--- src/rtl/uart_cmd_parser.sv ---
// Assembles 6-byte SYNC/ADDR/CMD/DHI/DLO/CHK frames from a UART receiver
// and presents XOR-verified commands on a valid/ready interface.
module uart_cmd_parser #(
   parameter logic [7:0] SYNC_BYTE   = 8'hA5,
   parameter int         TIMEOUT_CYC = 100000,
   parameter int         TO_W        = 17
) (
   input  logic        clk,
   input  logic        reset,
   input  logic [7:0]  rx_data,
   input  logic        rx_done_tick,
   input  logic        cmd_ready,
   output logic        cmd_valid,
   output logic [7:0]  cmd_addr,
   output logic [7:0]  cmd_code,
   output logic [15:0] cmd_data,
   output logic        frame_err,
   output logic [1:0]  err_code,
   output logic        busy
);

   typedef enum logic [2:0] {
      S_IDLE,
      S_ADDR,
      S_CMD,
      S_DHI,
      S_DLO,
      S_CHK
   } state_t;

   localparam logic [TO_W-1:0] TO_LAST = TO_W'(TIMEOUT_CYC - 1);

   state_t          r_state;
   state_t          w_next_state;
   logic [7:0]      r_addr;
   logic [7:0]      r_cmd;
   logic [7:0]      r_dhi;
   logic [7:0]      r_dlo;
   logic [7:0]      r_chk;
   logic [TO_W-1:0] r_to_cnt;
   logic            w_good;
   logic            w_bad;
   logic            w_timeout;
   logic            w_overrun;

   always_ff @(posedge clk) begin
      if (reset) begin
         r_state <= S_IDLE;
      end else begin
         r_state <= w_next_state;
      end
   end

   always_comb begin
      w_next_state = r_state;
      w_good       = 1'b0;
      w_bad        = 1'b0;
      w_timeout    = 1'b0;
      case (r_state)
         S_IDLE: if (rx_done_tick && rx_data == SYNC_BYTE) w_next_state = S_ADDR;
         S_ADDR: if (rx_done_tick) w_next_state = S_CMD;
         S_CMD:  if (rx_done_tick) w_next_state = S_DHI;
         S_DHI:  if (rx_done_tick) w_next_state = S_DLO;
         S_DLO:  if (rx_done_tick) w_next_state = S_CHK;
         S_CHK: begin
            if (rx_done_tick) begin
               w_next_state = S_IDLE;
               w_good       = (rx_data == r_chk);
               w_bad        = (rx_data != r_chk);
            end
         end
         default: w_next_state = S_IDLE;
      endcase
      // A byte arriving in the final timeout cycle takes priority over the timeout.
      if (r_state != S_IDLE && !rx_done_tick && r_to_cnt == TO_LAST) begin
         w_next_state = S_IDLE;
         w_timeout    = 1'b1;
      end
   end

   assign w_overrun = w_good && cmd_valid && !cmd_ready;

   always_ff @(posedge clk) begin
      if (reset) begin
         r_addr    <= '0;
         r_cmd     <= '0;
         r_dhi     <= '0;
         r_dlo     <= '0;
         r_chk     <= '0;
         r_to_cnt  <= '0;
         cmd_valid <= 1'b0;
         cmd_addr  <= '0;
         cmd_code  <= '0;
         cmd_data  <= '0;
         frame_err <= 1'b0;
         err_code  <= '0;
         busy      <= 1'b0;
      end else begin
         frame_err <= 1'b0;
         busy      <= (w_next_state != S_IDLE);

         if (rx_done_tick || w_next_state == S_IDLE) begin
            r_to_cnt <= '0;
         end else if (r_to_cnt != '1) begin
            r_to_cnt <= r_to_cnt + 1'b1;
         end

         if (rx_done_tick) begin
            case (r_state)
               S_IDLE: if (rx_data == SYNC_BYTE) r_chk <= '0;
               S_ADDR: begin r_addr <= rx_data; r_chk <= r_chk ^ rx_data; end
               S_CMD:  begin r_cmd  <= rx_data; r_chk <= r_chk ^ rx_data; end
               S_DHI:  begin r_dhi  <= rx_data; r_chk <= r_chk ^ rx_data; end
               S_DLO:  begin r_dlo  <= rx_data; r_chk <= r_chk ^ rx_data; end
               default: ;
            endcase
         end

         if (w_good && !w_overrun) begin
            cmd_valid <= 1'b1;
            cmd_addr  <= r_addr;
            cmd_code  <= r_cmd;
            cmd_data  <= {r_dhi, r_dlo};
         end else if (cmd_valid && cmd_ready) begin
            cmd_valid <= 1'b0;
         end

         if (w_bad) begin
            frame_err <= 1'b1;
            err_code  <= 2'b01;
         end else if (w_overrun) begin
            frame_err <= 1'b1;
            err_code  <= 2'b11;
         end else if (w_timeout) begin
            frame_err <= 1'b1;
            err_code  <= 2'b10;
         end
      end
   end

endmodule
--- config.mk ---
export PLATFORM = sky130hd
export DESIGN_NAME = uart_cmd_parser
export DESIGN_NICKNAME = d
export VERILOG_FILES = /design/src/rtl/uart_cmd_parser.sv
export SDC_FILE = /design/constraint.sdc
export NUM_CORES = 1
export LEC_CHECK = 0
export BUFFER_PORTS_ARGS = -buffer_cell sky130_fd_sc_hd__buf_2
export CAP_MARGIN = 40
export CELL_PAD_IN_SITES_DETAIL_PLACEMENT = 1
export CELL_PAD_IN_SITES_GLOBAL_PLACEMENT = 1
export CORE_UTILIZATION = 40
export DETAILED_ROUTE_END_ITERATION = 12
export PLACE_DENSITY_LB_ADDON = 0.1
export SYNTH_ARGS = -nofsm -noshare
export SYNTH_HDL_FRONTEND = slang
export SYNTH_SLANG_ARGS = --single-unit
--- constraint.sdc ---
create_clock -name clk -period 2.4 [get_ports clk]
set_input_delay 0.24 -clock clk [delete_from_list [all_inputs] [get_ports clk]]
set_output_delay 0.24 -clock clk [all_outputs]
set_load 0.05 [all_outputs]
==> metrics, run 1 <==
fin nets 524; RR Endpoint r_to_cnt[14]; FMAX 439.4 MHz; I/O Pins 49; first-pass GRT wire length between 15,000 and 20,000 um; I/O Buffers 48; DRT Pass-1 Iters 4; unrepaired setup endpoints after global routing no; DRT Wirelength roughly 9900 um; Clk Latency, worst-skew pair roughly 0.36 ns; DR top layer met4; area used by multi-input combinational logic ~2200 um^2; post-synth cell types 42; R2R cell count 9; CTS tree built; DR vias 3,406; met2 routed WL 4873 um; gr usage total 0.1908; gr ovfl total 0; Hold Crit Class input pin to register; status completed; Num CTS Buffers 9; number of synthesized flops with an enable pin 0; initial antenna violation count 0; arrival time worst endpoint 2.57 ns; Internal slightly above 0.002 W; Sw Ratio 0.2250; Logic pwr share 0.037; relative slew slack 0.5843; Critical Path Start Type register; final antenna-violating net count 0; routability cong. a little over 0.8; min Tclk post-route 2.276 ns; core area 10,370 um^2; YS warnings 0; P_leak ~1.6 nW; Hold Slack 0.1931 ns; setup violators final 0; Worst-Margin Slew 0.6222 ns; Synth Net Count a little under 500; WL met3 about 240 um; Crit Path Max Fanout 5; reg-to-reg startpoint r_to_cnt[11]; Synth Register Bits 97; Finished Core Util 0.4708; placed insts roughly 630; setup TNS 0 ns; M1 wire length between 4000 and 5000 um; Clock Sinks between 90 and 100; vias in the first global route approximately 3,400; Critical Path RT roughly 2.7 ns; fill cell count 1,207; max-slew violations 0; Clock transition at path regs roughly 0.09 ns; Final HPWL DP slightly below 7000 um; number of H-tree levels 3; clock buffer depth 2; Clock power frac 0.363; # DRC 0; Seq/Total Area, Yosys 0.4530; slack of the worst reg-to-reg path about 0.12 ns; # rows 37; Register Area just under 2000 um^2; largest net degree at the start of global routing 62; Async SR Flop Fraction 0; Critical Path Start r_to_cnt[11]; final cell count without fillers ~650; drt wl/cell roughly 15 um; Vias per Instance between 5 and 6; Post-Synthesis Cells between 400 and 500; First DRT Iteration DRCs ~120; Mapped Area around 4300 um^2; Worst VDD drop approximately 220 uV; kind of critical path register to register; ys flop type dfxtp_1; Synth Area per Inst just over 9 um^2; initial cell density of the core 0.4134; antenna cells 0; Tcrit/Tclk final 0.9483; Seq pwr share 0.601; layout cells sized above 1 0.1786; Max-cap violations 0; CTS Root Cell clkbuf_8; Die Ht between 100 and 150 um; Psw 0.0006023 W; Layout area overhead 13.89%; critical path endpoint r_to_cnt[14]; Die ar. about 11,000 um^2; final hold vios 0; Clock Skews approximately 0.010 ns; Worst setup EP type register; CTS Hold Bufs 0; DIE WIDTH 105.5 um; power density over the cells 548.3 nW/um^2
## layout make-up
type	instances	area share
Tap cell	136	0.03485
Multi-Input combinational cell	334	0.4534
Clock buffer	13	0.03255
Sequential cell	97	0.3977
Timing Repair Buffer	66	0.07688
Inverter	2	0.001538
Clock inverter	3	0.003075
## registers in the layout, summed over array words and instances, names as in the netlist
| name | cells |
|---|---|
| r_to_cnt | 17 |
| cmd_data | 16 |
| cmd_addr | 8 |
| cmd_code | 8 |
| r_addr | 8 |
| r_chk | 8 |
| r_cmd | 8 |
| r_dhi | 8 |
| r_dlo | 8 |
| r_state | 3 |
| err_code | 2 |
| busy | 1 |
| cmd_valid | 1 |
| frame_err | 1 |
## metrics by stage
stage                     power, W  cell area, um^2  setup WS, ns
after floorplan           0.001716             4287        0.1446
after global placement    0.001745             4678        0.2310
after detailed placement  0.001746             4678       0.09477
after CTS                 0.002727             4852       0.07986
after global routing      0.002794             4882       0.02432
final                     0.002677             4882        0.1241
## cell usage in the layout (no fill, tap or decap), drive strengths merged, types with 4 or more instances in the layout
cell | Yosys | routed
nand2b | 65 | 65
o21ai | 10 | 10
o211ai | 8 | 8
nor2 | 32 | 32
mux2i | 50 | 50
or3 | 4 | 4
dfxtp | 97 | 97
nand4 | 7 | 7
a21oi | 31 | 31
or3b | 8 | 8
clkbuf | 29 | 13
nor3 | 7 | 7
nand3 | 6 | 6
nand2 | 40 | 40
buf | 6 | 66
nor2b | 6 | 6
xor2 | 5 | 5
xnor2 | 17 | 17
nor4 | 6 | 6
## synthesized netlist by cell type, types with 2 or more instances
library cell / instances / area [um^2]
nand3b_1: 3 / 22.52
or3_1: 4 / 25.02
nand4b_1: 2 / 17.52
buf_1: 2 / 7.510
nand2b_1: 65 / 406.6
dfxtp_1: 97 / 1942
ha_1: 2 / 25.02
and3b_1: 3 / 26.28
nor4_1: 6 / 37.54
a21oi_1: 31 / 155.2
o41ai_1: 2 / 17.52
inv_1: 2 / 7.510
nor4bb_1: 2 / 20.02
o31ai_1: 2 / 15.01
o21ai_0: 9 / 45.04
nand2_1: 40 / 150.1
nor2_1: 32 / 120.1
xor2_1: 5 / 43.79
o211ai_1: 8 / 60.06
nor2b_1: 6 / 37.54
nand4_1: 7 / 43.79
or3b_2: 7 / 61.31
a2111oi_0: 3 / 26.28
xnor2_1: 17 / 148.9
and4_1: 3 / 26.28
clkbuf_1: 29 / 108.9
nor3_1: 7 / 35.03
buf_2: 4 / 20.02
nand3_1: 6 / 30.03
mux2i_1: 50 / 500.5
## logic make-up (layout without fill, tap and decap cells)
group,count (synthesis),after routing,synth area share
AO/OA/AOI/OAI,61,61,0.08582
adder cells (fa/ha/maj),2,2,0.005837
XOR/XNOR,22,22,0.04495
buffers and inverters,37,84,0.03357
multiplexers,50,50,0.1168
flip-flops,97,97,0.4530
AND/OR/NAND/NOR,199,199,0.2601
## power groups by stage
stage / Combinational [W] / Clock (W) / Sequential [W]
global route: 0.000108 / 0.00108 / 0.00161
global placement: 0.0000991 / 0 / 0.00165
CTS: 0.0000999 / 0.00102 / 0.00161
finish: 0.0000982 / 0.000970 / 0.00161
floorplan: 0.0000701 / 0 / 0.00165
detailed placement: 0.0000999 / 0 / 0.00165
## how the worst min path moves through the flow
| stage | start | slack [ns] | to | depth (start not counted) |
|---|---|---|---|---|
| 2_1_floorplan | r_addr[0] | 0.44 | r_addr[0] | 2 |
| 5_1_grt | cmd_ready | 0.19 | cmd_valid | 3 |
| 3_5_place_dp | r_addr[4] | 0.45 | r_addr[4] | 2 |
| 3_3_place_gp | r_dhi[1] | 0.45 | r_dhi[1] | 2 |
| 4_1_cts | cmd_ready | 0.18 | cmd_valid | 3 |
| 6_report | cmd_ready | 0.19 | cmd_valid | 3 |
## timing repair
| item | 4_1_cts | 5_1_grt |
|---|---|---|
| endpoints found under the hold margin | 0 | 0 |
| endpoints found under the setup margin | 0 | 4 |
| resized for setup | 0 | 2 |
| setup buffers | 0 | 3 |
## worst max-delay path, cell delays in order (launching register included)
cell      delay [ns]
dfxtp_1         0.35
and4_1          0.23
nand3_1         0.13
nor4_1          0.08
ha_2            0.22
buf_4           0.15
nand3b_1        0.23
or3_1           0.37
or3_1           0.31
a21oi_1         0.14
## layer usage
metal	global-route usage	vias up
met5	0	-
met4	0.08036	0
met3	0.02597	11
met2	0.3271	44
met1	0.2402	1663
li1	-	1688
Note: power is estimated with default switching activity, not from simulation.
==> run 2: changes to the inputs <==
--- a/config.mk
+++ b/config.mk
@@ -5,11 +5,12 @@
 export SDC_FILE = /design/constraint.sdc
 export NUM_CORES = 1
 export LEC_CHECK = 0
+export ABC_CLOCK_PERIOD_IN_PS = 2400
 export BUFFER_PORTS_ARGS = -buffer_cell sky130_fd_sc_hd__buf_2
 export CAP_MARGIN = 40
 export CELL_PAD_IN_SITES_DETAIL_PLACEMENT = 1
 export CELL_PAD_IN_SITES_GLOBAL_PLACEMENT = 1
-export CORE_UTILIZATION = 40
+export CORE_UTILIZATION = 38
 export DETAILED_ROUTE_END_ITERATION = 12
 export PLACE_DENSITY_LB_ADDON = 0.1
 export SYNTH_ARGS = -nofsm -noshare
==> run 2 against run 1 <==
Against the previous run: worst hold slack improved by 0.024 ns; sequential share of layout area is 1.3 points lower; first-iteration DRC count is 6.1% higher; global-route usage down 0.36 points; count of clock-buffer cells in the layout decreased by 2; clock skew decreased by 0.0039 ns; final area up 3.4%.
==> metrics, run 2 (synthesis results as in run 1) <==
status completed; Max-cap violations 0; # DRC 0; DR vias roughly 3,300; First DRT Iteration DRCs approximately 120; fill cell count between 1,000 and 1,500; routability cong. ~0.76; clock buffer depth 2; setup TNS 0 ns; kind of critical path register to register; Worst VDD drop 416.3 uV; PnR worst setup slack 0.1835 ns; initial antenna violation count 0; first-pass GRT wire length 16,770 um; FMAX between 400 and 500 MHz; drt wl/cell between 15 and 20 um; vias in the first global route approximately 3,300; Critical Path RT 2.67 ns; Largest Register r_to_cnt; Die Ht ~110 um; post-placement setup slack 0.1588 ns; layout cells sized above 1 0.1722; Layout area overhead 17.78%; Num CTS Buffers 9; I/O Buffers 48; Critical Path Start Type register; Clock Skews 0.006301 ns; min Tclk post-route ~2.2 ns; Clk Latency, worst-skew pair roughly 0.35 ns; Power Total 0.003373 W; Hold Crit Class input pin to register; gr usage total 0.1872; DRT Pass-1 Iters 4; arrival time worst endpoint 2.48 ns; setup violators final 0; final antenna-violating net count 0; I/O Pins 49; fin nets 520; Clock transition at path regs 0.07 ns; post-CTS sizing 0; worst hold path depth 3; CTS tree built; Crit Path Max Fanout 7; R2R cell count 8; CTS Hold Bufs 0; DIE WIDTH ~110 um; Worst-Margin Slew ~0.6 ns; final hold vios 0; CTS Root Cell clkbuf_16; P_leak 1.697 nW; final instance area 5049 um^2; commonest non-fill, non-tap cell in the layout dfxtp_1; most frequent cells in the layout dfxtp_1, nand2b_1, mux2i_1; Post-CTS Setup Bufs 0; gr ovfl total 0; biggest regs r_to_cnt: 17 flops, cmd_data: 16 flops; number of H-tree levels 3; Vias per Instance 5.138; relative slew slack 0.6035; max-slew violations 0; Final HPWL DP a little under 7000 um; Finished Core Util 0.4617; # rows 38; Tcrit/Tclk final 0.9236; initial cell density of the core 0.3920; core area roughly 11,000 um^2; DRT Wirelength ~10,000 um; antenna cells 0; Die ar. 11,710 um^2; largest net degree at the start of global routing approximately 110; Worst setup EP type register; Clock Sinks a little under 100; max FFs per register 17; placed cell areas ~4700 um^2; power density over the cells roughly 670 nW/um^2
## run 2: cell types whose count changed in the layout (fill, tap and decap cells not counted)
cell,before,now
buf_12,0,2
buf_4,18,12
bufinv_16,0,3
clkbuf_1,2,1
clkbuf_16,0,9
clkbuf_8,11,1
clkinv_2,3,1
clkinvlp_4,0,1
nor3_1,5,6
nor3_2,2,1
## run 2: critical path, stage by stage, from the launching register on
cell and delay, ns:
dfxtp_1 0.35, and4_1 0.22, nand3_1 0.13, nor4_1 0.08
ha_2 0.22, nand4b_1 0.28, nor3_1 0.32, or3b_1 0.39
a21oi_1 0.17
## run 2: final cells by class
| class | instances | area, um^2 | area share |
|---|---|---|---|
| clock buffer | 11 | 242.7 | 0.04808 |
| clock inverter | 5 | 102.6 | 0.02032 |
| multi-input combinational | 334 | 2208 | 0.4374 |
| timing repair buffer | 62 | 370.4 | 0.07336 |
| tap | 140 | 175.2 | 0.03470 |
| sequential | 97 | 1942 | 0.3846 |
| inverter | 2 | 7.507 | 0.001487 |
## run 2: final timing paths
kind	from	endpoint	slack, ns
worst min register to register	r_addr[3]	r_addr[3]	0.46
worst max-delay path	r_to_cnt[11]	r_to_cnt[15]	0.18
worst min-delay path	rx_data[7]	r_addr[7]	0.22
worst max register to register	r_to_cnt[11]	r_to_cnt[15]	0.18
## run 2: power breakdown
group	leakage (nW)	switching, W	internal [W]	total [W]
registers	0.781	0.000000346	0.00161	0.00161
logic	0.750	0.0000648	0.0000377	0.000102
clock network	0.166	0.000615	0.00105	0.00166
## run 2: through the flow
step	instances	hold slack, ns
finish	651	0.2166
global route	651	0.2446
CTS	651	0.2086
detailed placement	635	0.4493
global placement	635	0.4453
floorplan	468	0.4368
## run 2: metal layers
metal,track usage,vias up,share of wire
met4,0.07339,0,0.017
met5,0,-,0
li1,-,1677,-
met3,0.03797,13,0.029
met1,0.2474,1608,0.50
met2,0.2985,47,0.45
